### config.mk
export PLATFORM = sky130hd
export DESIGN_NAME = trail_collision_reader_flat
export DESIGN_NICKNAME = d
export VERILOG_FILES = /design/src/rtl/tron_pkg.sv /design/src/rtl/trail_collision_reader_if.sv /design/src/rtl/probe_addr_calc.sv /design/src/rtl/trail_collision_reader.sv /design/src/flat_wrapper.sv
export SDC_FILE = /design/constraint.sdc
export NUM_CORES = 1
export LEC_CHECK = 0
export CORE_MARGIN = 3
export CORE_UTILIZATION = 52
export CTS_CLUSTER_SIZE = 28
export DETAILED_ROUTE_END_ITERATION = 16
export PLACE_DENSITY = 0.75
export SLEW_MARGIN = 20
export SYNTH_ARGS = -nofsm -noshare
export SYNTH_HDL_FRONTEND = slang
export SYNTH_SLANG_ARGS = --single-unit
### constraint.sdc
create_clock -name Clk -period 3.8 [get_ports Clk]
set_input_delay 0.38 -clock Clk [delete_from_list [all_inputs] [get_ports Clk]]
set_output_delay 0.38 -clock Clk [all_outputs]
set_load 0.02 [all_outputs]
### src/rtl/tron_pkg.sv
// Shared types and constants for the trail writer/reader pair.
package tron_pkg;

  // Bike heading as carried on the Blue_dir/Red_dir buses.
  typedef enum logic [1:0] {
    DIR_DOWN  = 2'b00,
    DIR_UP    = 2'b01,
    DIR_RIGHT = 2'b10,
    DIR_LEFT  = 2'b11
  } dir_e;

  localparam logic [2:0] GAME_PLAYING = 3'b010;

  // Probe offsets from the bike origin to the cell just ahead of its nose.
  localparam int OFS_VERT_X  = 8;
  localparam int OFS_DOWN_Y  = 9;
  localparam int OFS_UP_Y    = -9;
  localparam int OFS_RIGHT_X = 17;
  localparam int OFS_LEFT_X  = -2;

  localparam int ROW_WORDS = 320;
  localparam int ADDR_W    = 20;

  typedef logic [ADDR_W-1:0] fb_addr_t;

  typedef enum logic {
    BIKE_BLUE = 1'b0,
    BIKE_RED  = 1'b1
  } bike_e;

  typedef enum logic [2:0] {
    ST_IDLE   = 3'd0,
    ST_CALC   = 3'd1,
    ST_ISSUE  = 3'd2,
    ST_DRAIN  = 3'd3,
    ST_REPORT = 3'd4
  } rd_state_e;

endpackage

### src/rtl/trail_collision_reader_if.sv
// Frame-buffer read port shared with the trail writer through an arbiter.
//
// Handshake: the master holds rd_req high with a stable rd_addr until the
// arbiter answers with rd_gnt. A read issues on exactly those cycles where
// rd_req && rd_gnt are both high; rd_data for that read is valid RD_LAT
// cycles later and carries no valid flag of its own. rd_addr is 0 whenever
// rd_req is low.
interface trail_collision_reader_if;
  import tron_pkg::*;

  logic      rd_req;
  logic      rd_gnt;
  fb_addr_t  rd_addr;
  logic [15:0] rd_data;

  modport master (output rd_req, output rd_addr, input rd_gnt, input rd_data);
  modport slave  (input rd_req, input rd_addr, output rd_gnt, output rd_data);
endinterface

### src/rtl/probe_addr_calc.sv
// Maps one bike position/heading to the frame-buffer word of its probe cell
// and flags probes that fall outside the play area.
module probe_addr_calc
  import tron_pkg::*;
#(
  parameter int X_MIN = 0,
  parameter int X_MAX = 151,
  parameter int Y_MIN = 0,
  parameter int Y_MAX = 223
) (
  input  logic [7:0] pos_x,
  input  logic [7:0] pos_y,
  input  logic [1:0] dir,
  output fb_addr_t   addr,
  output logic       oob
);

  logic signed [9:0] px;
  logic signed [9:0] py;
  logic [9:0]        px_u;
  logic [9:0]        py_u;

  // Step one cell ahead of the nose in signed space, bounds-check, then address.
  always_comb begin
    px = signed'({2'b00, pos_x});
    py = signed'({2'b00, pos_y});
    case (dir_e'(dir))
      DIR_DOWN:  begin px = px + 10'(OFS_VERT_X); py = py + 10'(OFS_DOWN_Y); end
      DIR_UP:    begin px = px + 10'(OFS_VERT_X); py = py + 10'(OFS_UP_Y);   end
      DIR_RIGHT: begin px = px + 10'(OFS_RIGHT_X); end
      DIR_LEFT:  begin px = px + 10'(OFS_LEFT_X);  end
      default:   begin px = px; end
    endcase
    oob  = (px < 10'(X_MIN)) || (px > 10'(X_MAX)) ||
           (py < 10'(Y_MIN)) || (py > 10'(Y_MAX));
    px_u = px;
    py_u = py;
    // Two words per bike unit horizontally, four pixel rows per bike unit vertically.
    addr = (fb_addr_t'(px_u) << 1) + fb_addr_t'(py_u) * fb_addr_t'(ROW_WORDS * 4);
  end

endmodule

### src/rtl/trail_collision_reader.sv
// Once per frame, reads the 2x2 cell ahead of each bike and reports crashes.
module trail_collision_reader
  import tron_pkg::*;
#(
  parameter int RD_LAT = 2,
  parameter int X_MIN  = 0,
  parameter int X_MAX  = 151,
  parameter int Y_MIN  = 0,
  parameter int Y_MAX  = 223
) (
  input  logic       Clk,
  input  logic       Reset,
  input  logic       frame_clk,
  input  logic [2:0] Game_State,
  input  logic [7:0] Blue_X,
  input  logic [7:0] Blue_Y,
  input  logic [7:0] Red_X,
  input  logic [7:0] Red_Y,
  input  logic [1:0] Blue_dir,
  input  logic [1:0] Red_dir,
  trail_collision_reader_if.master rd_bus,
  output logic       blue_hit,
  output logic       red_hit,
  output logic       hit_valid,
  output logic       draw,
  output rd_state_e  dbg_state
);

  rd_state_e state, state_nxt;
  logic      playing, frame_d, start;
  fb_addr_t  blue_addr, red_addr;
  logic      blue_oob, red_oob;
  fb_addr_t  cand_addr [4];
  bike_e     cand_bike [4];
  logic [2:0] cand_cnt;
  fb_addr_t  list_addr [4];
  bike_e     list_bike [4];
  logic [2:0] list_cnt;
  logic [1:0] list_idx;
  logic [RD_LAT-1:0] tag_vld;
  bike_e     tag_bike [RD_LAT];
  logic      issue, req, scan_blue, scan_red;
  fb_addr_t  addr;

  assign playing   = (Game_State == GAME_PLAYING);
  assign start     = frame_clk && !frame_d && playing;
  assign dbg_state = state;
  assign rd_bus.rd_req  = req;
  assign rd_bus.rd_addr = addr;

  probe_addr_calc #(.X_MIN(X_MIN), .X_MAX(X_MAX), .Y_MIN(Y_MIN), .Y_MAX(Y_MAX)) u_blue_probe (
    .pos_x(Blue_X), .pos_y(Blue_Y), .dir(Blue_dir), .addr(blue_addr), .oob(blue_oob)
  );

  probe_addr_calc #(.X_MIN(X_MIN), .X_MAX(X_MAX), .Y_MIN(Y_MIN), .Y_MAX(Y_MAX)) u_red_probe (
    .pos_x(Red_X), .pos_y(Red_Y), .dir(Red_dir), .addr(red_addr), .oob(red_oob)
  );

  // Pack the in-bounds bikes' two row reads into a dense list, blue first.
  always_comb begin
    cand_cnt = 3'd0;
    for (int i = 0; i < 4; i++) begin
      cand_addr[i] = '0;
      cand_bike[i] = BIKE_BLUE;
    end
    if (!blue_oob) begin
      cand_addr[0] = blue_addr;
      cand_addr[1] = blue_addr + fb_addr_t'(ROW_WORDS);
      cand_cnt     = 3'd2;
    end
    if (!red_oob) begin
      if (!blue_oob) begin
        cand_addr[2] = red_addr;
        cand_addr[3] = red_addr + fb_addr_t'(ROW_WORDS);
        cand_bike[2] = BIKE_RED;
        cand_bike[3] = BIKE_RED;
      end else begin
        cand_addr[0] = red_addr;
        cand_addr[1] = red_addr + fb_addr_t'(ROW_WORDS);
        cand_bike[0] = BIKE_RED;
        cand_bike[1] = BIKE_RED;
      end
      cand_cnt = cand_cnt + 3'd2;
    end
  end

  // State register.
  always_ff @(posedge Clk or posedge Reset) begin
    if (Reset) state <= ST_IDLE;
    else       state <= state_nxt;
  end

  // Next state and read-port drive; leaving play aborts from any state.
  always_comb begin
    state_nxt = state;
    req       = 1'b0;
    addr      = '0;
    issue     = 1'b0;
    case (state)
      ST_IDLE:   if (start) state_nxt = ST_CALC;
      ST_CALC:   state_nxt = ST_ISSUE;
      ST_ISSUE: begin
        if (list_cnt == 3'd0) begin
          state_nxt = ST_DRAIN;
        end else begin
          req  = 1'b1;
          addr = list_addr[list_idx];
          if (rd_bus.rd_gnt) begin
            issue = 1'b1;
            if ({1'b0, list_idx} + 3'd1 == list_cnt) state_nxt = ST_DRAIN;
          end
        end
      end
      ST_DRAIN:  if (tag_vld == '0) state_nxt = ST_REPORT;
      ST_REPORT: state_nxt = ST_IDLE;
      default:   state_nxt = ST_IDLE;
    endcase
    if (!playing) begin
      state_nxt = ST_IDLE;
      req       = 1'b0;
      addr      = '0;
      issue     = 1'b0;
    end
  end

  // Frame strobe history for edge detection.
  always_ff @(posedge Clk or posedge Reset) begin
    if (Reset) frame_d <= 1'b0;
    else       frame_d <= frame_clk;
  end

  // Issue list: loaded in CALC, walked one entry per granted read.
  always_ff @(posedge Clk or posedge Reset) begin
    if (Reset) begin
      for (int i = 0; i < 4; i++) begin
        list_addr[i] <= '0;
        list_bike[i] <= BIKE_BLUE;
      end
      list_cnt <= 3'd0;
      list_idx <= 2'd0;
    end else if (state == ST_CALC) begin
      list_addr <= cand_addr;
      list_bike <= cand_bike;
      list_cnt  <= cand_cnt;
      list_idx  <= 2'd0;
    end else if (issue) begin
      list_idx <= list_idx + 2'd1;
    end
  end

  // Return tags ride alongside the memory latency; flushed when play stops.
  always_ff @(posedge Clk or posedge Reset) begin
    if (Reset) begin
      tag_vld <= '0;
      for (int i = 0; i < RD_LAT; i++) tag_bike[i] <= BIKE_BLUE;
    end else if (!playing) begin
      tag_vld <= '0;
    end else begin
      tag_vld[0]  <= issue;
      tag_bike[0] <= list_bike[list_idx];
      for (int i = 1; i < RD_LAT; i++) begin
        tag_vld[i]  <= tag_vld[i-1];
        tag_bike[i] <= tag_bike[i-1];
      end
    end
  end

  // Per-scan results: seeded with the wall hits, then any nonzero word returned.
  always_ff @(posedge Clk or posedge Reset) begin
    if (Reset) begin
      scan_blue <= 1'b0;
      scan_red  <= 1'b0;
    end else if (state == ST_CALC) begin
      scan_blue <= blue_oob;
      scan_red  <= red_oob;
    end else if (tag_vld[RD_LAT-1] && (rd_bus.rd_data != 16'h0)) begin
      if (tag_bike[RD_LAT-1] == BIKE_BLUE) scan_blue <= 1'b1;
      else                                 scan_red  <= 1'b1;
    end
  end

  // Sticky crash flags and the scan-complete pulse.
  always_ff @(posedge Clk or posedge Reset) begin
    if (Reset) begin
      blue_hit  <= 1'b0;
      red_hit   <= 1'b0;
      draw      <= 1'b0;
      hit_valid <= 1'b0;
    end else if (!playing) begin
      blue_hit  <= 1'b0;
      red_hit   <= 1'b0;
      draw      <= 1'b0;
      hit_valid <= 1'b0;
    end else begin
      hit_valid <= (state == ST_REPORT);
      if (state == ST_REPORT) begin
        blue_hit <= blue_hit | scan_blue;
        red_hit  <= red_hit | scan_red;
        draw     <= draw | (scan_blue & scan_red);
      end
    end
  end

endmodule

### src/flat_wrapper.sv
// flat-port wrapper written by rule: the top's interface ports become plain ports
module trail_collision_reader_flat import tron_pkg::*;
#(
  parameter int RD_LAT = 2,
  parameter int X_MIN  = 0,
  parameter int X_MAX  = 151,
  parameter int Y_MIN  = 0,
  parameter int Y_MAX  = 223
)
  (Clk, Reset, frame_clk, Game_State, Blue_X, Blue_Y, Red_X, Red_Y, Blue_dir, Red_dir, blue_hit, red_hit, hit_valid, draw, dbg_state, rd_bus_rd_req, rd_bus_rd_addr, rd_bus_rd_gnt, rd_bus_rd_data);
  trail_collision_reader_if rd_bus_i ();
  input  logic Clk;
  input  logic Reset;
  input  logic frame_clk;
  input  logic [2:0] Game_State;
  input  logic [7:0] Blue_X;
  input  logic [7:0] Blue_Y;
  input  logic [7:0] Red_X;
  input  logic [7:0] Red_Y;
  input  logic [1:0] Blue_dir;
  input  logic [1:0] Red_dir;
  output logic blue_hit;
  output logic red_hit;
  output logic hit_valid;
  output logic draw;
  output rd_state_e dbg_state;
  output wire logic [$bits(rd_bus_i.rd_req)-1:0] rd_bus_rd_req;
  output wire logic [$bits(rd_bus_i.rd_addr)-1:0] rd_bus_rd_addr;
  input wire logic [$bits(rd_bus_i.rd_gnt)-1:0] rd_bus_rd_gnt;
  input wire logic [$bits(rd_bus_i.rd_data)-1:0] rd_bus_rd_data;
  assign rd_bus_rd_req = rd_bus_i.rd_req;
  assign rd_bus_rd_addr = rd_bus_i.rd_addr;
  assign rd_bus_i.rd_gnt = rd_bus_rd_gnt;
  assign rd_bus_i.rd_data = rd_bus_rd_data;
  trail_collision_reader #(.RD_LAT(RD_LAT), .X_MIN(X_MIN), .X_MAX(X_MAX), .Y_MIN(Y_MIN), .Y_MAX(Y_MAX)) u_core (.Clk(Clk), .Reset(Reset), .frame_clk(frame_clk), .Game_State(Game_State), .Blue_X(Blue_X), .Blue_Y(Blue_Y), .Red_X(Red_X), .Red_Y(Red_Y), .Blue_dir(Blue_dir), .Red_dir(Red_dir), .rd_bus(rd_bus_i), .blue_hit(blue_hit), .red_hit(red_hit), .hit_valid(hit_valid), .draw(draw), .dbg_state(dbg_state));
endmodule
# Word level (Yosys, flattened, before mapping)
# Index checks and enable logic that the tools add are counted.
# word_totals
register_bits,103
latchBits,0
ram_bits,0
rom_bits,0
in_bits,59
out_inout_bits,28
word_cells,148
n_memories,0
# classes
addsub,17
n_mul,2
div_mod_pow,0
magnitude_cmp,9
n_eq_ne,18
shifts,0
muxes,52
bitwise_logic,5
reduce_logical,24
# ops
operator,count
2-to-1 mux 40 bit,3
2-to-1 mux 20 bit,5
2-to-1 mux 80 bit,1
one-hot mux 10 bit (3 select lines),2
adder 11 x 20 -> 20 bit,2
adder 20 x 9 -> 20 bit (second input constant),2
binary-select mux 20 bit (select 2 bit),1
greater-than comparator 10 x 9 -> 1 bit (second input constant),4
less-than comparator 10 x 1 -> 1 bit (second input constant),4
one-hot mux 10 bit (2 select lines),2
adder 8 x 4 -> 9 bit (second input constant),4
multiplier 10 x 3 -> 12 bit (second input constant),2
2-to-1 mux 1 bit,22
2-to-1 mux 3 bit,7
adder 9 x 2 -> 10 bit (second input constant),2
adder 9 x 5 -> 10 bit (second input constant),2
adder 8 x 5 -> 9 bit (second input constant),2
nonzero test 16 bit,1
2-to-1 mux 2 bit,6
one-hot mux 3 bit (4 select lines),1
equality test 3 x 2 -> 1 bit (second input constant),3
equality test 2 bit (second input constant),4
inequality test 4 bit (second input constant),2
zero test 2 bit,3
other kinds (23),40

# Depth between registers and ports, before layout
# Gate-level depths: netlist of run 1.
# depth
depth_word,10
depth_mapped,18
mapped_depth_nobuf,18

# Hierarchy
# Synthesis of run 1 repeated with hierarchy kept, for this count alone.
# hier_totals
hier_cells,810
area_unflattened_um2,7332.0
# modules_own_cells
module,instances,cells_per_inst,area_per_inst_um2,seq_area_each_um2
trail_collision_reader,1,427,4481.8,2177.1
probe_addr_calc (u_core.u_blue_probe),1,194,1447.6,0.0
probe_addr_calc (u_core.u_red_probe),1,189,1402.6,0.0

# Least setup slack after synthesis of run 1
# Ideal clock, no wire load.
# synth_timing
path_type,input to register
start,input port Red_dir[0]
end,register u_core.list_addr[58] (netlist name)
setup_time_ns,0.119
arrival_ns,4.375
required_ns,3.681
path_slack_ns,-0.694
path_stages,17
n_path_buf,2
cell_sequence,clkbuf_1 -> clkbuf_1 -> nor2_1 -> a211oi_1 -> xnor2_1 -> ha_1 -> ha_1 -> fa_1 -> a211oi_1 -> nor2_1 -> nor4b_1 -> nand4b_1 -> xnor2_1 -> and3b_1 -> xnor2_1 -> o221ai_1 -> o21a_1
# synth_via
elab_chain_cells,8
elab_cells_between_ends,19
cone_classes,add/sub: 2; mul: 1; order compare: 4; eq/ne: 3; mux: 4; reduce/logical: 5
# synth_rtl
item,line_no,source
start: declaration,flat_wrapper.sv:21,input logic [1:0] Red_dir;
branches (longest 7 deep; another with adder 11 x 20 -> 20 bit),n/a,
2-to-1 mux 80 bit *,trail_collision_reader.sv:71,if (!red_oob) begin
end signal: assignment,trail_collision_reader.sv:142,list_addr <= cand_addr;
end: declaration,trail_collision_reader.sv:36,fb_addr_t list_addr [4];
# Every way passes the cells marked *.
# A chain may end at the register's enable or synchronous reset.

# Worst setup path in the final report of run 1
# layout_timing
start,input port Blue_Y[4]
end,register u_core.list_addr[59] (netlist name)
# layout_via
elab_chain_cells,8
elab_cells_between_ends,13
cone_classes,add/sub: 4; mul: 1; order compare: 2; mux: 4; reduce/logical: 2
# layout_rtl
item,line_no,source
start: declaration,flat_wrapper.sv:17,input logic [7:0] Blue_Y;
adder 9 x 5 -> 10 bit or adder 8 x 4 -> 9 bit (tied branches),"probe_addr_calc.sv:29, probe_addr_calc.sv:28",
one-hot mux 10 bit (2 select lines) *,probe_addr_calc.sv:27,case (dir_e'(dir))
multiplier 10 x 3 -> 12 bit or less-than comparator 10 x 1 -> 1 bit (tied branches),"probe_addr_calc.sv:39, probe_addr_calc.sv:35",
adder 11 x 20 -> 20 bit or logical OR 1 bit (tied branches),"probe_addr_calc.sv:39, probe_addr_calc.sv:34",
adder 20 x 9 -> 20 bit or logical OR 1 bit (tied branches),"trail_collision_reader.sv:68, probe_addr_calc.sv:35",
2-to-1 mux 40 bit,trail_collision_reader.sv:66,if (!blue_oob) begin
2-to-1 mux 40 bit,trail_collision_reader.sv:72,if (!blue_oob) begin
2-to-1 mux 80 bit *,trail_collision_reader.sv:71,
# Mark *: on every way between the ends. The rest lies on a longest branch, timed or not.

==> results of run 1 <==
## sequential cells by signal (all words and copies together) (netlist names)
name and count:
u_core.red_hit 1, u_core.hit_valid 1, u_core.scan_red 1, u_core.draw 1, u_core.frame_d 1, u_core.list_addr 66
u_core.blue_hit 1, u_core.list_idx 2, u_core.tag_bike 2, u_core.dbg_state 3, u_core.list_cnt 1, u_core.tag_vld 2
u_core.list_bike 2, u_core.scan_blue 1
## stage by stage
step	instance area (um^2)	hold slack (ns)
2_1_floorplan	7560	0.411
5_1_grt	11400	0.509
4_1_cts	10700	0.488
3_3_place_gp	9890	0.460
3_5_place_dp	9890	0.473
6_report	11400	0.492
## power by group
part	switching (uW)	internal, uW	total, uW
clock	398	471	869
sequential	145	1130	1270
combinational	1310	1200	2510
total	1860	2800	4650
## layer usage
layer,vias to the layer above,GRT usage,share of wire
met1,4053,0.345,0.35
met2,523,0.530,0.50
met4,0,0.118,0.073
li1,3579,-,-
met3,183,0.0533,0.078
met5,-,0,0
## cells by family (layout without fill, tap and decap cells)
kind of cell | Yosys count | after routing | share of synthesized area
flip-flops | 85 | 85 | 0.288
buffers and inverters | 75 | 362 | 0.0437
AO/OA/AOI/OAI | 218 | 218 | 0.220
adder cells (fa/ha/maj) | 63 | 63 | 0.111
multiplexers | 26 | 26 | 0.0593
XOR/XNOR | 73 | 73 | 0.0865
AND/OR/NAND/NOR | 282 | 282 | 0.192
other | 1 | 1 | 0.000507
## layout by cell type (no fill, tap or decap), types with 10 or more instances in the layout
cell type / synthesis / routed
mux4_2: 14 / 14
xor2_1: 37 / 25
mux2i_1: 10 / 10
o21a_1: 23 / 23
buf_4: 2 / 217
o221ai_2: 11 / 11
nor2_1: 79 / 69
xnor2_1: 36 / 23
clkdlybuf4s50_1: 0 / 64
ha_4: 0 / 14
a21oi_1: 24 / 17
dfrtp_1: 85 / 85
inv_1: 30 / 25
xnor2_2: 0 / 12
nand2_1: 73 / 69
and2_1: 22 / 19
a22o_1: 14 / 14
buf_6: 4 / 13
o21ai_0: 47 / 35
ha_1: 59 / 44
nor3_1: 14 / 10
o221ai_1: 10 / 10
## final cells by class
| cell class | count | area (um^2) |
|---|---|---|
| fillers | 703 | 2180 |
| clock buffers | 10 | 239 |
| inverters | 30 | 118 |
| clock inverters | 6 | 51.3 |
| multi-input cells | 663 | 5960 |
| flip-flops and latches | 85 | 2130 |
| repair buffers | 316 | 2660 |
| well taps | 176 | 220 |
## how the worst max path moves through the flow
stage,from,slack (ns),end
floorplan,Blue_dir[0],-0.07,u_core.list_addr[58]$_DFFE_PP0P_
global placement,Blue_Y[1],-0.71,u_core.list_addr[57]$_DFFE_PP0P_
detailed placement,Blue_Y[1],-1.01,u_core.list_addr[58]$_DFFE_PP0P_
CTS,Blue_X[4],0.002,u_core.list_addr[58]$_DFFE_PP0P_
global route,Blue_Y[1],-0.51,u_core.list_addr[57]$_DFFE_PP0P_
finish,Blue_Y[4],-0.52,u_core.list_addr[59]$_DFFE_PP0P_
## repair_timing
action,CTS,global route
gates resized for setup,116,120
endpoints found under the setup margin,23,19
setup buffers,21,16
pin swaps,56,72
hold buffers,0,0
## critical path, cell delays in order
cell             delay (ns)
clkdlybuf4s15_2        0.21
or3b_4                 0.41
nor3_1                 0.25
nor2_1                 0.09
xnor2_1                0.25
inv_1                  0.11
ha_1                   0.33
ha_1                   0.41
o21ai_2                0.31
nor2_2                 0.13
nor4_4                 0.40
nand3b_1               0.21
xor2_2                 0.36
nor3_1                 0.14
and4_1                 0.23
o211ai_1               0.19
nand3_1                0.11
==> results.txt, run 1 <==
Final Max Slew Viols - 0
wire per inst - 22.1 um
drt total wl - 28400 um
Cell Count, Final, Fillers Out - 1286
DRT Pass-1 Iters - 6
# port buffers - 85
CP max FO - 4
synth warn - 0
Main synth FF type - dfrtp_1
vias - 8338
sequential share of the synthesized area - 0.288
Post-Syn Instances - 823
Starting Density - 0.545
Overflow after GRT - 0
CTS clk-pin slew, worst paths - 0.07 ns
DRC marker count from the first detailed-route iteration - 870
Arrival @ worst endpoint - 4.53 ns
Netlist cell types - 74
Final Hold Vio Count - 0
Final Wtd Congestion - 0.931
Die Ht - 125 um
IO Pins - 87
CP Launch Type - input pin
count leader, synth - dfrtp_1
Post-DP HPWL - 16800 um
Post-synth ARST share - 1.00
# DRC - 0
min-delay src - u_core.list_addr[32]$_DFFE_PP0P_
WHS Endpoint - u_core.list_addr[32]$_DFFE_PP0P_
minimum clock period - 4.32 ns
Synth Register Bits - 85
Worst Path Required - 4.01 ns
H-tree levels - 3
worst skew pair latency - 0.34 ns
RSZ-0062 raised after global routing - yes
worst r2r src - u_core.dbg_state[2]$_DFFE_PP0P_
Root Driver - clkbuf_16
static leakage - 0.00497 uW
most common library cells after synthesis - dfrtp_1, nor2_1, nand2_1
Synth area leaders - dfrtp_1, ha_1, xor2_1
fin util - 0.839
row count - 42
post-route setup slack - -0.520 ns
fmax - 231 MHz
Slew HR - 0.463
die extent in x - 125 um
aggregate negative setup slack - -3.10 ns
Clock Skew - 0.00586 ns
final period utilization - 1.14
Critical Path Sink Type - register
failing checks - negative setup slack
fraction of layout cells with a size suffix above 1 - 0.393
Pwr Total - 4650 uW
pin count of the biggest net entering global routing - 65
setup violators final - 14
All-Layer GR Usage - 0.294
Placement Setup Slack - -1.01 ns
CTS tree - yes
Slew @ Worst Pin - 0.805 ns
P&R area growth vs syn - 54.0%
Syn Area/Cell - 8.98 um^2
# clock sinks - 85
DIE AREA - 15700 um^2
Inserted Clock Buffers - 9
share of the synthesized area in the top cell type - 0.288
ant diodes - 0
Min-Delay Path Depth - 2
Max Cap Viol - 0
first-pass GRT wire length - 38700 um
status - complete, but fails checks
peak supply drop - 0.380 mV
clock buffer depth - 2
HP Class - register to register
Avg Vias per Cell - 6.48
Post-synth EDFFs - 0
PD cells - 409 nW/um^2
initial antenna violation count - 0
R2R cell count - 6
Post-DRT Antenna Nets - 0
Post-Syn Area - 7390 um^2
number of global-route vias before repair - 8165
Synth area leader - dfrtp_1
Core ar. - 13600 um^2
Final Net Count - 1227
WS Path Type - input pin to register
syn_nets - 945
dpl cells - 1234
worst reg2reg setup slack - 1.59 ns
FF-to-FF End - u_core.list_addr[10]$_DFFE_PP0P_
No activity file was read; power rests on OpenSTA's default activity.
==> run 2, diff against run 1 <==
Settings changed: CORE_ASPECT_RATIO set to 0.9, REMOVE_ABC_BUFFERS set to 1.
Clock period 3.8 ns to 5.43 ns, I/O delays scaled along.
==> run 2 against run 1 <==
  * Final cell count shrank 16%
  * Combinational power shrank 60%
  * Clock skew grew 0.0028 ns
  * Power shrank 46%
  * The flow now finishes without violations
  * Wire length shrank 33%
  * Die area is essentially flat
  * Highest routed layer unchanged
  * Utilization shrank 20 points
  * Non-clock buffer count shrank 212
  * Clock power shrank 28%
==> results.txt, run 2 (synthesized netlist as in run 1, its figures left out) <==
clock buffer depth - 2
GRT met1 Usage - 0.334
worst skew pair latency - 0.34 ns
Reg power frac - 0.350
Avg Vias per Cell - 6.08
Starting Density - 0.543
Post-DP HPWL - 14600 um
wire per inst - 17.6 um
commonest non-fill, non-tap cell in the layout - clkdlybuf4s50_1
Clock Skew - 0.00868 ns
RSZ-0062 raised after global routing - no
Slew @ Worst Pin - 0.944 ns
fraction of layout cells with a size suffix above 1 - 0.0892
Clk pwr share - 0.247
row count - 40
Post-DRT Antenna Nets - 0
CP startpoint - Blue_dir[0]
All-Layer GR Usage - 0.246
setup bufs post-CTS - 0
Final Wtd Congestion - 0.942
Final Max Slew Viols - 0
Critical Path Sink Type - register
Slew HR - 0.364
status - complete, no violations
drt total wl - 19100 um
Global Route met2 Usage - 0.413
Core ar. - 13600 um^2
min-delay src - u_core.list_addr[15]$_DFFE_PP0P_
hold buffer count at cts - 0
P&R area growth vs syn - 17.9%
number of global-route vias before repair - 6559
# port buffers - 85
initial antenna violation count - 0
post-CTS resize count - 0
Overflow after GRT - 0
combinational power share - 0.403
commonest cells after routing, fill and taps aside - clkdlybuf4s50_1, dfrtp_1, nor2_1
R2R cell count - 5
Final Net Count - 1015
final period utilization - 0.919
vias - 6602
PD cells - 289 nW/um^2
worst reg2reg setup slack - 3.01 ns
Root Driver - clkbuf_16
fmax - 200 MHz
grt peak-use layer - met2
CTS clk-pin slew, worst paths - 0.06 ns
Min-Delay Path Depth - 2
first-pass GRT wire length - 32200 um
CTS tree - yes
Final Hold Vio Count - 0
CP max FO - 8
ant diodes - 0
setup violators final - 0
Max Cap Viol - 0
pin count of the biggest net entering global routing - 58
net load switching power - 934 uW
Inserted Clock Buffers - 9
HP Class - register to register
DIE AREA - 15700 um^2
register bank with the most flops - u_core.list_addr
# DRC - 0
DRC marker count from the first detailed-route iteration - 574
aggregate negative setup slack - 0 ns
fin util - 0.640
WS Path Type - input pin to register
DRT Pass-1 Iters - 5
Int Pwr - 1590 uW
peak supply drop - 0.209 mV
met3 Usage GRT - 0.0418
Arrival @ worst endpoint - 5.22 ns
minimum clock period - 4.99 ns
sw frac - 0.370
H-tree levels - 3
Die Ht - 119 um
static leakage - 0.00362 uW
Worst Path Required - 5.65 ns
worst r2r src - u_core.dbg_state[2]$_DFFE_PP0P_
CP Launch Type - input pin
final hold slack - 0.485 ns
die extent in x - 132 um
# clock sinks - 85
Largest register FFs - 66
IO Pins - 87
## run 2: changes by cell type in the layout (fill, tap and decap cells not counted), sizes merged
| cell | delta |
|---|---|
| clkbuf | -2 |
| clkdlybuf4s15 | -3 |
| dlygate4sd2 | -5 |
| inv | -1 |
| bufinv | +1 |
| clkdlybuf4s50 | +21 |
| buf | -220 |
| dlymetal6s2s | -4 |
## run 2: through the flow
stage | setup WS (ns) | instance area (um^2) | cells | total power (uW)
6_report | 0.439 | 8710 | 1086 | 2520
5_1_grt | 0.0401 | 8710 | 1086 | 2690
4_1_cts | 0.472 | 8710 | 1086 | 2520
3_5_place_dp | 0.134 | 8420 | 1071 | 1900
3_3_place_gp | 0.247 | 8420 | 1071 | 1850
2_1_floorplan | 0.858 | 7180 | 778 | 1580
## run 2: layout make-up
| type | instances | area, um^2 |
|---|---|---|
| clock buffer | 9 | 225 |
| clock inverter | 6 | 71.3 |
| fill | 1136 | 4900 |
| multi-input combinational | 663 | 4950 |
| sequential | 85 | 2130 |
| tap | 189 | 236 |
| inverter | 30 | 114 |
| timing repair buffer | 104 | 993 |
## run 2: metal layers
metal / share of wire / wire length [um]
met5: 0 / 0
met3: 0.051 / 969
met2: 0.48 / 9090
met1: 0.46 / 8760
met4: 0.017 / 318
## run 2: worst paths after layout
| path | endpoint |
|---|---|
| max | u_core.list_addr[58]$_DFFE_PP0P_ |
| min | u_core.list_addr[15]$_DFFE_PP0P_ |
| max reg2reg | u_core.list_addr[6]$_DFFE_PP0P_ |
| min reg2reg | u_core.list_addr[15]$_DFFE_PP0P_ |
| max in group asynchronous | u_core.list_addr[67]$_DFFE_PP0P_ |
| min in group asynchronous | u_core.list_idx[1]$_DFFE_PP0P_ |
## run 2: power by group through the flow
stage,clock network (uW),logic (uW),registers (uW)
4_1_cts,628,1010,881
5_1_grt,659,1130,901
3_3_place_gp,0,968,877
2_1_floorplan,0,718,859
3_5_place_dp,0,1000,893
6_report,623,1010,883
## run 2: critical path, stage by stage
cell,delay (ns)
clkdlybuf4s50_1,0.66
or3b_2,0.50
nand2b_1,0.20
nand2_1,0.12
xor2_1,0.25
ha_1,0.28
ha_1,0.34
o21ai_0,0.49
o21bai_1,0.10
a2111oi_0,0.51
o21ai_0,0.18
and2_1,0.18
xnor2_1,0.37
xnor2_1,0.17
o221ai_1,0.15
o21a_1,0.16
==> run 3, diff against run 2 <==
Settings changed: PLACE_DENSITY 0.75 to 0.78.
Clock period 5.43 ns to 4 ns, I/O delays scaled along.
==> run 3 against run 2 <==
  * The run now ends with negative setup slack left
  * Non-clock buffer count rose by 197
  * Sequential power rose by 38%
  * Clock power rose by 29%
  * Critical path type unchanged
  * Largest cell class unchanged
  * Highest routed layer unchanged
==> results.txt, run 3 (synthesized netlist as in run 1, its figures left out) <==
# DRC - 0
peak supply drop - 0.275 mV
fin util - 0.819
drt total wl - 28200 um
All-Layer GR Usage - 0.283
commonest cells after routing, fill and taps aside - buf_4, dfrtp_1, nor2_1
CP Cell Sequence - clkbuf_2, buf_6, buf_8, mux2i_1, nor2_1, xnor2_2, ha_2, ha_4, fa_2, a211oi_4, nor2_4, nor4_4, buf_4, nand4_1, a211oi_4, xnor2_2, and4_1, o211ai_1, nand3_1
die extent in x - 132 um
Core ar. - 13600 um^2
vias - 8380
minimum clock period - 4.24 ns
initial antenna violation count - 0
Final Net Count - 1212
number of global-route vias before repair - 7688
final hold slack - 0.456 ns
Largest register FFs - 66
Die Ht - 119 um
IO Pins - 87
Avg Vias per Cell - 6.53
Final Max Slew Viols - 0
RSZ-0062 raised after global routing - yes
DIE AREA - 15700 um^2
status - complete, but fails checks
PD cells - 390 nW/um^2
ant diodes - 0
DRT Pass-1 Iters - 6
CTS clk-pin slew, worst paths - 0.07 ns
Crit path depth - 19
Max Cap Viol - 0
Critical Path Sink Type - register
worst skew pair latency - 0.35 ns
Clock Skew - 0.0111 ns
Inserted Clock Buffers - 9
Root Driver - clkbuf_16
setup violators final - 7
hold buffer count at cts - 0
Final Hold Vio Count - 0
pin count of the biggest net entering global routing - 58
CTS tree - yes
Overflow after GRT - 0
DRC marker count from the first detailed-route iteration - 823
Placed Area - 9760 um^2
row count - 40
Starting Density - 0.543
# port buffers - 85
# clock sinks - 85
wire per inst - 21.9 um
Slew HR - 0.524
Slew @ Worst Pin - 0.715 ns
Post-DRT Antenna Nets - 0
commonest non-fill, non-tap cell in the layout - buf_4
CP max stage delay - 0.45 ns
HP Class - input pin to async pin
post-route setup slack - -0.236 ns
final period utilization - 1.06
post-route cell area - 11100 um^2
R2R cell count - 6
largest delay contributor family on the critical path - simple AND/OR/NAND/NOR gates
fmax - 236 MHz
Worst Path Required - 4.20 ns
CP max FO - 8
Post-DP HPWL - 15600 um
P&R area growth vs syn - 50.9%
Pwr Total - 4350 uW
first-pass GRT wire length - 37100 um
H-tree levels - 3
Arrival @ worst endpoint - 4.43 ns
CP Launch Type - input pin
failing checks - negative setup slack
clock buffer depth - 2
Placement Setup Slack - -0.934 ns
register bank with the most flops - u_core.list_addr
WS Path Type - input pin to register
static leakage - 0.00481 uW
CP max stage cell - fa_2
buffer and inverter count on the worst path - 4
fraction of layout cells with a size suffix above 1 - 0.364
Final Wtd Congestion - 0.856
## run 3: cell count changes in the layout (fill, tap and decap cells not counted), moves of 11 or more
cell | previous run | this run
xnor2_1 | 36 | 24
ha_4 | 0 | 17
o21ai_0 | 47 | 34
buf_4 | 19 | 206
ha_1 | 59 | 39
xor2_1 | 37 | 26
clkdlybuf4s50_1 | 85 | 70
## run 3: layout make-up
type,instances,area (um^2)
Timing Repair Buffer,301,2550
Clock inverter,5,37.5
Tap cell,189,236
Multi-Input combinational cell,663,5850
Sequential cell,85,2130
Inverter,30,119
Clock buffer,11,233
Fill cell,730,2460
## run 3: where the power goes
| group | internal (uW) | switching (uW) | total (uW) |
|---|---|---|---|
| Sequential | 1070 | 146 | 1220 |
| Combinational | 1120 | 1210 | 2330 |
| Clock | 423 | 380 | 803 |
| Total | 2610 | 1740 | 4350 |
## run 3: what timing repair did
item	4_1_cts	5_1_grt
endpoints found under the setup margin	19	17
setup buffers	11	15
pin swaps	36	67
resized for setup	73	148
## run 3: metal layers
layer	vias to the layer above	GRT usage	wire length (um)
li1	3549	-	-
met1	4009	0.370	10700
met2	634	0.482	13300
met3	188	0.0456	2420
met4	0	0.0971	1760
met5	-	0	0
## run 3: final timing paths
kind / slack, ns / from / endpoint
max: -0.24 / Blue_dir[0] / u_core.list_addr[59]$_DFFE_PP0P_
min: 0.46 / Reset / u_core.list_idx[1]$_DFFE_PP0P_
max reg2reg: 1.52 / u_core.dbg_state[2]$_DFFE_PP0P_ / u_core.list_addr[8]$_DFFE_PP0P_
min reg2reg: 0.48 / u_core.list_addr[12]$_DFFE_PP0P_ / u_core.list_addr[12]$_DFFE_PP0P_
max in group asynchronous: 2.75 / Reset / u_core.list_addr[29]$_DFFE_PP0P_
min in group Clk: 0.48 / u_core.list_addr[12]$_DFFE_PP0P_ / u_core.list_addr[12]$_DFFE_PP0P_
## run 3: per-stage QoR
step | setup TNS (ns) | cells
finish | -0.757 | 1284
global route | -1.90 | 1284
CTS | 0 | 1272
detailed placement | -12.32 | 1245
global placement | -9.63 | 1245
floorplan | -9.96 | 778
